`config.mk`:
```
export PLATFORM = sky130hd
export DESIGN_NAME = adder_8
export DESIGN_NICKNAME = d
export VERILOG_FILES = /design/src/rtl/adder_8_pkg.sv /design/src/rtl/adder_8_full_adder.sv /design/src/rtl/adder_8.sv
export SDC_FILE = /design/constraint.sdc
export NUM_CORES = 1
export LEC_CHECK = 0
export BUFFER_PORTS_ARGS = -buffer_cell sky130_fd_sc_hd__clkbuf_2
export CELL_PAD_IN_SITES_DETAIL_PLACEMENT = 1
export CELL_PAD_IN_SITES_GLOBAL_PLACEMENT = 1
export CORE_ASPECT_RATIO = 1.1
export CORE_UTILIZATION = 29
export CTS_CLUSTER_DIAMETER = 40
export DETAILED_ROUTE_END_ITERATION = 12
export GPL_TIMING_DRIVEN = 0
export PLACE_DENSITY = 0.72
export REMOVE_ABC_BUFFERS = 1
export SLEW_MARGIN = 20
export SYNTH_ARGS = -nofsm -noshare
export SYNTH_HDL_FRONTEND = slang
export SYNTH_SLANG_ARGS = --single-unit
```
`constraint.sdc`:
```
create_clock -name clk -period 0.8 [get_ports clk]
set_input_delay 0.04 -clock clk [delete_from_list [all_inputs] [get_ports clk]]
set_output_delay 0.04 -clock clk [all_outputs]
set_load 0.02 [all_outputs]
```
`src/rtl/adder_8_pkg.sv`:
```
// Shared width and operand type for the registered ripple-carry adder.
package adder_8_pkg;

  localparam int ADDER_WIDTH = 8;

  typedef logic [ADDER_WIDTH-1:0] operand_t;

endpackage

```
`src/rtl/adder_8_full_adder.sv`:
```
// Single-bit full-adder cell; the top chains WIDTH of these into a ripple adder.
module full_adder (
  input  logic x,
  input  logic y,
  input  logic c,
  output logic s,
  output logic co
);

  assign s  = x ^ y ^ c;
  assign co = (x & y) | (c & (x ^ y));

endmodule

```
`src/rtl/adder_8.sv`:
```
// Ripple-carry adder with registered sum and carry-out, one cycle of latency.
module adder_8
  import adder_8_pkg::*;
#(
  parameter int unsigned WIDTH = ADDER_WIDTH
) (
  input  logic             clk,
  input  logic             rst,
  input  logic [WIDTH-1:0] a,
  input  logic [WIDTH-1:0] b,
  input  logic             cin,
  output logic [WIDTH-1:0] sum,
  output logic             cout
);

  logic [WIDTH:0]   w_carry;
  logic [WIDTH-1:0] w_sum;
  logic [WIDTH-1:0] r_sum;
  logic             r_cout;

  assign w_carry[0] = cin;

  // Carry ripples from bit 0 upward; the final carry is the WIDTH+1-th result bit.
  for (genvar i = 0; i < WIDTH; i++) begin : g_chain
    full_adder u_fa (
      .x  (a[i]),
      .y  (b[i]),
      .c  (w_carry[i]),
      .s  (w_sum[i]),
      .co (w_carry[i+1])
    );
  end

  always_ff @(posedge clk or posedge rst) begin
    if (rst) begin
      r_sum  <= '0;
      r_cout <= 1'b0;
    end else begin
      r_sum  <= w_sum;
      r_cout <= w_carry[WIDTH];
    end
  end

  assign sum  = r_sum;
  assign cout = r_cout;

endmodule

```
# Word-level counts from Yosys, hierarchy flattened
# Cells that the tools add are included.
dict set report op_classes {
  bitwise 40
}
# cell n
set ops {}
lappend ops {{1-bit AND} 16}
lappend ops {{1-bit XOR} 16}
lappend ops {{1-bit bitwise OR} 8}
dict set report word_totals {
  output_inout_bits 9
  in_bits 19
  regBits 9
}

# Logic depth before layout (Yosys ltp)
# Gate-level depths: netlist (run 1).
dict set report logic_depth {
  word_depth 17
  depth_mapped 12
  ltp_nobuf 12
}

# By module
# A second synthesis (run 1) with hierarchy kept.
dict set report hier_totals {
  hier_cells 18
  area_unflattened_um2 389.1
}
# mod cells_each area_per_inst_um2 seq_area_each_um2 instances
set modules_own_cells {}
lappend modules_own_cells {adder_8 10 229.0 225.2 1}
lappend modules_own_cells {full_adder 1 20.0 0.0 8}

# Worst setup path after synthesis (run 1)
# No wires, ideal clock.
dict set report synth_timing {
  kind {input port to flip-flop}
  start {input port a[0]}
  end {register r_sum[7], in the netlist sum[7]}
  setup_ps 64
  path_stages 12
  arrival_time_ps 3052
  n_path_buf 0
  slack_ps -2316
  path_cell_list {inv_1 fa_1 inv_1 fa_1 fa_1 fa_1 fa_1 fa_1 fa_1 inv_1 fa_1 inv_1}
}
dict set report synth_between {
  elab_chain_len 16
}
# item line
set synth_lines {}
lappend synth_lines {{from (decl)} adder_8.sv:9} ;# input logic [WIDTH-1:0] a,
lappend synth_lines {{1-bit XOR} adder_8_full_adder.sv:11} ;# assign co = (x & y) | (c & (x ^ y));
lappend synth_lines {{1-bit AND} adder_8_full_adder.sv:11}
lappend synth_lines {{1-bit bitwise OR (*)} adder_8_full_adder.sv:11}
lappend synth_lines {{1-bit AND (*)} adder_8_full_adder.sv:11}
lappend synth_lines {{1-bit bitwise OR (*)} adder_8_full_adder.sv:11}
lappend synth_lines {{1-bit AND (*)} adder_8_full_adder.sv:11}
lappend synth_lines {{1-bit bitwise OR (*)} adder_8_full_adder.sv:11}
lappend synth_lines {{1-bit AND (*)} adder_8_full_adder.sv:11}
lappend synth_lines {{1-bit bitwise OR (*)} adder_8_full_adder.sv:11}
lappend synth_lines {{1-bit AND (*)} adder_8_full_adder.sv:11}
lappend synth_lines {{1-bit bitwise OR (*)} adder_8_full_adder.sv:11}
lappend synth_lines {{1-bit AND (*)} adder_8_full_adder.sv:11}
lappend synth_lines {{1-bit bitwise OR (*)} adder_8_full_adder.sv:11}
lappend synth_lines {{1-bit AND (*)} adder_8_full_adder.sv:11}
lappend synth_lines {{1-bit bitwise OR (*)} adder_8_full_adder.sv:11}
lappend synth_lines {{1-bit XOR (*)} adder_8_full_adder.sv:10} ;# assign s = x ^ y ^ c;
lappend synth_lines {{via g_chain[7].u_fa.s} adder_8_full_adder.sv:6} ;# output logic s,
lappend synth_lines {{to (signal assigned)} adder_8.sv:39} ;# r_sum <= w_sum;
lappend synth_lines {{to (decl)} adder_8.sv:18} ;# logic [WIDTH-1:0] r_sum;
# Mark *: on every way through the listed nets, which the timed path passes. The rest lies on a longest branch.

# Worst setup path in the final report (run 1)
# Same ends and word-level chain as after synthesis.

==> results.toml, run 1 <==
[pwr]
cellInternalPower_mw = 0.976
switching_power_as_a_share_of_total_power = 0.309
seqPwrFrac = 0.408
p_switching_mw = 0.436
peakVddDrop_uv = 616
power_density_nw_per_um2 = 1980
total_leakage_power_nw = 0.363
part_of_the_power_in_combinational_logic = 0.344
pwr-share-clk = 0.248

[sta]
max-slew-margin-rel = 0.772
grt_setup_unrepaired = "yes"
final.setup.tns_ns = -8.72
fin_crit_sh = 3.53
period_needed_ns = 2.82
fmax_ghz = 0.355
final-hold-violation-count = 0
timing.hold.ws_ns = 0.0867
timing.final.setup_violations = 14
finalWorstSetupSlack_ns = -2.02
tightest_slew_ns = 0.342
maxSlewViolCount = 0

[global_routing]
grt_first_pass_wirelength_mm = 1.46
grt_max_degree = 10
grt.total_usage = 0.138
via_count_of_the_first_global_routing_pass = 370
grt_overflow_total = 0
grt_antenna_before_repair = 0

[die]
ioPinCount = 28
dieArea_um2 = 1630
rows = 14
floorplan.initialDensity = 0.312
core-area_um2 = 1370
floorplan.die.width_um = 38.6
floorplan.die.height_um = 42.2

[worst_setup_path]
maximum_fanout_count_along_the_critical_path = 1
crit_chain = "buf_6, inv_4, fa_2, inv_2, fa_2, fa_2, fa_2, fa_2, fa_2, fa_2, inv_2, fa_2, inv_2"
critical_path.endpoint_type = "flop"
setup.worst_path.start_class = "input port"
highest_delay_cell_along_the_critical_path = "fa_2"
crit_required_ns = 1.00
criticalPathCategory = "input port to flop"
slowest_delay_ns = 0.43
worst_setup_ep = "sum[7]$_DFF_PP0_"
critPathArrivalTime_ns = 3.02
worst_setup_path_startpoint = "a[0]"
cp_common_cell = "fa_2"

[synthesis]
synth_top_cell_by_area = "dfrtp_1"
synth_warnings = 0
ys_top_cells_by_count = "inv_1, dfrtp_1, fa_1"
postSynthCellCount = 28
syn-cell-area_um2 = 427
post_synth.cell_area_avg_um2 = 15.2
yosysUniqueCellTypes = 3
netlist_top_cells_area = "dfrtp_1, fa_1, inv_1"
synthArstFlopShare = 1.00
synth.ff_latch_count = 9
synth_most_common_cell = "inv_1"
synth_enable_flop_cells = 0
synth_flop_cell = "dfrtp_1"
synth.yosys.seq_area_share = 0.528
synth_top_cell_area_share = 0.528

[layout]
num_antenna_cells = 0
filler_cell_count = 144
layout-drive-gt1-share = 0.767
num-nets-final = 88
final_core_util = 0.522
area_growth_pct = 67.2

[route]
totalWireLength_um = 853
first_iter_violations = 2
via_per_inst = 4.08
avgRoutedWirePerCell_um = 11.2
count_of_nets_left_with_antenna_violations_after_detail_routing = 0
drc = 0
detail_route.first_pass.iterations = 2
vias = 310

[clock_tree]
htreeDepth = 1
tritoncts.num_buffers = 3
cts_tree = "done"
post-cts-setup-buffer-count = 0
path_clk_slew_ns = 0.07
cts_buffer_depth = 2
clockRootBuffer = "clkbuf_4"
cts.sink_count = 9

[place]
count_of_buffers_from_port_buffering = 27
detailed_place_hpwl_um = 738
place.gp.congestion = 0.632

[status]
run_status = "finished, violations left"
violations = "negative setup slack"

[flow_run]
maxCapViolCount = 0

[min_path]
hp-class = "input port to flop"
[critical path: cells and delay by family]
kind	cells	cell delay [ns]
buffers and inverters	5	0.29
adders and majority gates	8	2.69
[kinds of logic (layout without fill, tap and decap cells)]
group      Yosys count  count (layout)  synth area share
buf+inv             11              43            0.0968
flops                9               9             0.528
fa+ha+maj            8               8             0.375
[layer usage]
| layer | part of all wire | routed length (µm) | GRT usage | vias up |
|---|---|---|---|---|
| li1 | - | - | - | 136 |
| met1 | 0.29 | 247 | 0.109 | 156 |
| met2 | 0.63 | 535 | 0.263 | 18 |
| met3 | 0.083 | 71 | 0.0585 | 0 |
| met4 | 0 | 0 | 0.0621 | 0 |
| met5 | 0 | 0 | 0 | - |
[power groups by stage]
stage / clock (mW) / sequential (mW) / combinational [mW]
2_1_floorplan: 0 / 0.676 / 0.0813
3_3_place_gp: 0 / 0.565 / 0.343
3_5_place_dp: 0 / 0.567 / 0.360
4_1_cts: 0.372 / 0.560 / 0.385
5_1_grt: 0.395 / 0.586 / 0.540
6_report: 0.350 / 0.576 / 0.486
[registers in the layout, indices dropped and copies added, names as in the netlist]
register,cells
sum,8
cout,1
[worst min-delay path by stage]
stage / startpoint / slack, ns / to / depth (start not counted)
final: b[4] / 0.09 / sum[4]$_DFF_PP0_ / 2
after global routing: b[1] / 0.08 / sum[1]$_DFF_PP0_ / 2
after CTS: b[2] / 0.08 / sum[2]$_DFF_PP0_ / 2
after detailed placement: rst / 0.004 / sum[3]$_DFF_PP0_ / 2
after global placement: rst / -0.005 / sum[0]$_DFF_PP0_ / 2
after floorplan: rst / -0.13 / cout$_DFF_PP0_ / 1
[cell usage in the layout, fill, tap and decap left out]
cell	Yosys	routed
inv_4	0	2
buf_6	0	11
dfrtp_1	9	9
inv_2	0	5
dlygate4sd3_1	0	1
clkinv_2	0	1
clkbuf_2	0	16
inv_1	11	4
clkbuf_4	0	3
fa_2	0	8
[cell type report]
cell class | count | area, µm² | share of cell area
Sequential cell | 9 | 225 | 0.316
Timing Repair Buffer | 28 | 214 | 0.300
Multi-Input combinational cell | 8 | 180 | 0.253
Inverter | 11 | 46.3 | 0.0649
Clock buffer | 3 | 22.5 | 0.0316
Tap cell | 16 | 20.0 | 0.0281
Clock inverter | 1 | 5.00 | 0.00702
[per-stage QoR]
step	power, mW	cells	instance area [µm²]	setup WS (ns)
floorplan	0.757	28	427	-2.32
global placement	0.908	71	582	-2.51
detailed placement	0.927	71	582	-2.62
CTS	1.32	76	637	-2.06
global route	1.52	76	713	-2.11
finish	1.41	76	713	-2.02
[timing repair]
action / CTS / global route
hold endpoints to repair: 9 / 0
hold buffers: 1 / 0
setup endpoints to repair: 17 / 17
pin swaps: 1 / 1
gates resized for setup: 12 / 34
(Power assumes the default switching activity.)
==> inputs of run 2 (changes only) <==
CORE_ASPECT_RATIO = default   (was 1.1)
CORE_UTILIZATION = 28   (was 29)
CTS_CLUSTER_DIAMETER = 50   (was 40)
MAX_ROUTING_LAYER = met4   (was default)
PLACE_DENSITY = 0.71   (was 0.72)
SYNTH_HIERARCHICAL = 1   (was default)
==> results.toml, run 2 <==
[synthesis]
synth_top_cell_by_area = "dfrtp_1"
synthArstFlopShare = 1.00
synth_top_cell_area_share = 0.579
combinational_family_with_the_most_area_after_synthesis = "adder cells"
synth-adder-area-share = 0.412
ys_top_cells_by_count = "dfrtp_1, fa_1, inv_1"
synth.yosys.seq_area_share = 0.579
yosys.area_share.xor_xnor = 0
synth.ff_latch_count = 9
netlist_top_cells_area = "dfrtp_1, fa_1, inv_1"
synth_warnings = 6
synth_mux_area_frac = 0
postSynthCellCount = 18
synth_compound_area_frac = 0
synth-simple-area-share = 0
syn-cell-area_um2 = 389
yosysUniqueCellTypes = 3
post_synth.cell_area_avg_um2 = 21.6
synth_enable_flop_cells = 0
synth_flop_cell = "dfrtp_1"
synth_most_common_cell = "dfrtp_1"

[die]
rows = 13
dieArea_um2 = 1540
ioPinCount = 28
floorplan.die.width_um = 39.3
core-area_um2 = 1300
floorplan.die.height_um = 39.3
floorplan.initialDensity = 0.299

[sta]
fmax_ghz = 0.341
maxSlewViolCount = 0
grt_setup_unrepaired = "yes"
timing.final.setup_violations = 8
timing.hold.ws_ns = 0.0823
max-slew-margin-rel = 0.785
finalWorstSetupSlack_ns = -2.13
final-hold-violation-count = 0
tightest_slew_ns = 0.322
period_needed_ns = 2.93
fin_crit_sh = 3.67

[clock_tree]
cts_buffer_depth = 2
htreeDepth = 1
cts_tree = "done"
tritoncts.num_buffers = 3
cts.sink_count = 9
clockRootBuffer = "clkbuf_4"
path_clk_slew_ns = 0.06

[worst_setup_path]
criticalPathCategory = "input port to flop"
crit_required_ns = 0.99
maximum_fanout_count_along_the_critical_path = 1
setup.worst_path.start_class = "input port"
worst_setup_path_startpoint = "cin"
worst_setup_ep = "sum[7]$_DFF_PP0_"
critical_path.endpoint_type = "flop"
critPathArrivalTime_ns = 3.12

[layout]
num_antenna_cells = 0
most_common_cell_after_layout_fill_and_taps_aside = "clkbuf_2"
area_growth_pct = 70.1
final_core_util = 0.509
num-nets-final = 78
layout_common_cells = "clkbuf_2, buf_6, dfrtp_1, fa_2, clkbuf_4"
layout-drive-gt1-share = 0.760
largest_reg_flops = 8
final_area_um2 = 662

[pwr]
cellInternalPower_mw = 0.970
peakVddDrop_uv = 717
part_of_the_power_in_combinational_logic = 0.335
switching_power_as_a_share_of_total_power = 0.284
total_leakage_power_nw = 0.312
pwr-share-clk = 0.241
power_density_nw_per_um2 = 2050
design_power_total_mw = 1.36
p_switching_mw = 0.386
seqPwrFrac = 0.425

[route]
first_iter_violations = 0
totalWireLength_um = 694
count_of_nets_left_with_antenna_violations_after_detail_routing = 0
detail_route.first_pass.iterations = 1
drc = 0
vias = 258
via_per_inst = 3.97
avgRoutedWirePerCell_um = 10.7

[global_routing]
grt.total_usage = 0.114
grt_antenna_before_repair = 0
grt_overflow_total = 0
via_count_of_the_first_global_routing_pass = 279
grt_max_degree = 10
grt_first_pass_wirelength_mm = 1.06

[status]
run_status = "finished, violations left"
violations = "negative setup slack"

[min_path]
hp-class = "input port to flop"
hold_path.startpoint = "cin"

[place]
detailed_place.area_um2 = 543
count_of_buffers_from_port_buffering = 27
place.gp.congestion = 0.581

[flow_run]
maxCapViolCount = 0
## run 2: cell types whose count changed after synthesis
cell   delta
inv_1    -10
## run 2: per-stage QoR
stage	TNS [ns]	instances	worst slack, ns
2_1_floorplan	-14.37	18	-2.99
3_3_place_gp	-15.62	60	-3.19
3_5_place_dp	-15.73	60	-3.19
4_1_cts	-9.67	65	-2.11
5_1_grt	-9.95	65	-2.18
6_report	-9.57	65	-2.13
## run 2: routing by layer
metal,vias to the layer above,global-route usage,routed length [µm]
li1,116,-,-
met1,129,0.108,214
met2,13,0.196,436
met3,0,0.0341,43
met4,0,0.0776,0
met5,-,-,0
## run 2: power by group through the flow
stage | sequential (mW) | combinational (mW) | clock, mW
2_1_floorplan | 0.676 | 0.0735 | 0
3_3_place_gp | 0.564 | 0.340 | 0
3_5_place_dp | 0.567 | 0.349 | 0
4_1_cts | 0.559 | 0.357 | 0.343
5_1_grt | 0.584 | 0.500 | 0.364
6_report | 0.576 | 0.454 | 0.326
## run 2: cell type report
class / count / area [µm²]
well taps: 15 / 18.8
clock buffers: 4 / 26.3
flip-flops and latches: 9 / 225
inverters: 1 / 3.75
fillers: 136 / 639
multi-input cells: 8 / 180
repair buffers: 28 / 208
## run 2: logic make-up after synthesis
logic type                 count (synthesis)
adders and majority gates                  8
DFF                                        9
buffers and inverters                      1
## run 2: worst min-delay path by stage
stage	to	cells after the start
2_1_floorplan	cout$_DFF_PP0_	1
3_3_place_gp	sum[5]$_DFF_PP0_	2
3_5_place_dp	sum[4]$_DFF_PP0_	2
4_1_cts	sum[7]$_DFF_PP0_	2
5_1_grt	sum[0]$_DFF_PP0_	2
6_report	sum[0]$_DFF_PP0_	2
## run 2: timing repair
item	CTS	global route
hold endpoints to repair	9	0
gates resized for setup	7	29
hold buffers	1	0
pin swaps	7	0
buffers inserted	0	0
setup endpoints to repair	13	17
## run 2: worst max-delay path, stage by stage
cell	delay, ns
buf_6	0.09
fa_2	0.37
fa_2	0.34
fa_2	0.34
fa_2	0.34
fa_2	0.35
fa_2	0.35
fa_2	0.35
fa_2	0.53
==> inputs of run 3 (changes only) <==
BUFFER_PORTS_ARGS = default   (was -buffer_cell sky130_fd_sc_hd__clkbuf_2)
CORE_AREA = 2 2 39 41   (was default)
CORE_UTILIZATION = default   (was 28)
DIE_AREA = 0 0 41 43   (was default)
DONT_BUFFER_PORTS = 1   (was default)
PLACE_DENSITY = 0.5   (was 0.71)
==> results.toml, run 3 (synthesis results as in run 2) <==
[status]
run_status = "finished, violations left"
violations = "negative hold slack, negative setup slack"

[sta]
timing.hold.ws_ns = -0.0412
final.setup.tns_ns = -8.79
fin_crit_sh = 3.50
timing.final.setup_violations = 7
max-slew-margin-rel = 0.770
maxSlewViolCount = 0
grt_setup_unrepaired = "yes"
tightest_slew_ns = 0.344
fmax_ghz = 0.357
finalWorstSetupSlack_ns = -2.00
period_needed_ns = 2.80
final-hold-violation-count = 8

[die]
dieArea_um2 = 1760
floorplan.die.width_um = 41
core-area_um2 = 1380
floorplan.initialDensity = 0.281
rows = 14
floorplan.die.height_um = 43
ioPinCount = 28

[route]
first_iter_violations = 0
avgRoutedWirePerCell_um = 16.7
detail_route.first_pass.iterations = 1
totalWireLength_um = 653
drc = 0
count_of_nets_left_with_antenna_violations_after_detail_routing = 0
vias = 162
via_per_inst = 4.15

[global_routing]
grt_antenna_before_repair = 0
grt.total_usage = 0.105
grt_max_degree = 10
grt_first_pass_wirelength_mm = 1.04
via_count_of_the_first_global_routing_pass = 195
grt_overflow_total = 0

[place]
minimum_setup_slack_after_placement_ns = -3.10
place.gp.congestion = 0.624
post-place-cells = 34
count_of_buffers_from_port_buffering = 0
detailed_place.area_um2 = 409

[worst_setup_path]
family_of_cells_with_the_greatest_summed_delay_on_the_critical_path = "adder cells"
critPathArrivalTime_ns = 2.93
buf_inv_stages_crit_path = 0
cp_common_cell = "fa_2"
highest_delay_cell_along_the_critical_path = "fa_1"
setup.worst_path.start_class = "input port"
crit_chain = "fa_2, fa_2, fa_2, fa_2, fa_2, fa_2, fa_2, fa_1"
criticalPathCategory = "input port to flop"
crit_required_ns = 0.92
slowest_delay_ns = 0.43
critical_path.endpoint_type = "flop"
maximum_fanout_count_along_the_critical_path = 1

[clock_tree]
htreeDepth = 1
tritoncts.num_buffers = 3
cts_buffer_depth = 2
path_clk_slew_ns = 0.05
cts_hold_buf = 1
cts.sink_count = 9
post-cts-setup-buffer-count = 0
clockRootBuffer = "clkbuf_4"
cts_tree = "done"

[layout]
final_cells = 39
num-nets-final = 51
largest_reg_flops = 8
final_area_um2 = 463
layout_common_cells = "dfrtp_1, fa_2, clkbuf_4"
num_antenna_cells = 0
most_common_cell_after_layout_fill_and_taps_aside = "dfrtp_1"
layout-drive-gt1-share = 0.435
area_growth_pct = 19.0

[min_path]
hp-class = "input port to flop"

[pwr]
power_density_nw_per_um2 = 2400
total_leakage_power_nw = 0.182
peakVddDrop_uv = 526

[flow_run]
maxCapViolCount = 0
## run 3: changes by cell type in the layout (fill, tap and decap cells not counted), sizes merged
cell    delta
buf       -10
clkbuf    -17
## run 3: final timing paths
| kind | startpoint | end | cells after the start |
|---|---|---|---|
| worst max-delay path | a[0] | sum[7]$_DFF_PP0_ | 8 |
| worst min-delay path | b[7] | sum[7]$_DFF_PP0_ | 1 |
| max in group asynchronous | rst | sum[7]$_DFF_PP0_ | 2 |
| min in group asynchronous | rst | sum[0]$_DFF_PP0_ | 2 |
## run 3: power breakdown
part           switching [mW]  internal (mW)
sequential              0.138          0.538
clock                   0.146          0.191
combinational          0.0458         0.0510
total                   0.330          0.780
## run 3: metrics by stage
stage / utilization / power, mW
after global routing: 0.335 / 1.19
after CTS: 0.335 / 1.14
after detailed placement: 0.296 / 0.790
final: 0.335 / 1.11
after floorplan: - / 0.749
after global placement: 0.296 / 0.784
## run 3: timing repair
| action | CTS | global route |
|---|---|---|
| endpoints found under the setup margin | 8 | 7 |
| gates cloned | 0 | 0 |
| resized for setup | 7 | 0 |
| endpoints found under the hold margin | 18 | 9 |
| pin swaps | 8 | 0 |
## run 3: final cells by class
cell class              count  area [µm²]
inverters                   1        3.75
well taps                  16        20.0
repair buffers              1        10.0
multi-input cells           8         178
flip-flops and latches      9         225
fillers                   146         921
clock buffers               4        26.3
## run 3: per-layer routing
metal / share of wire / track usage / wire, µm
met5: 0 / - / 0
met4: 0.018 / 0.120 / 12
met3: 0.11 / 0.0366 / 73
met2: 0.61 / 0.147 / 399
met1: 0.26 / 0.0947 / 167
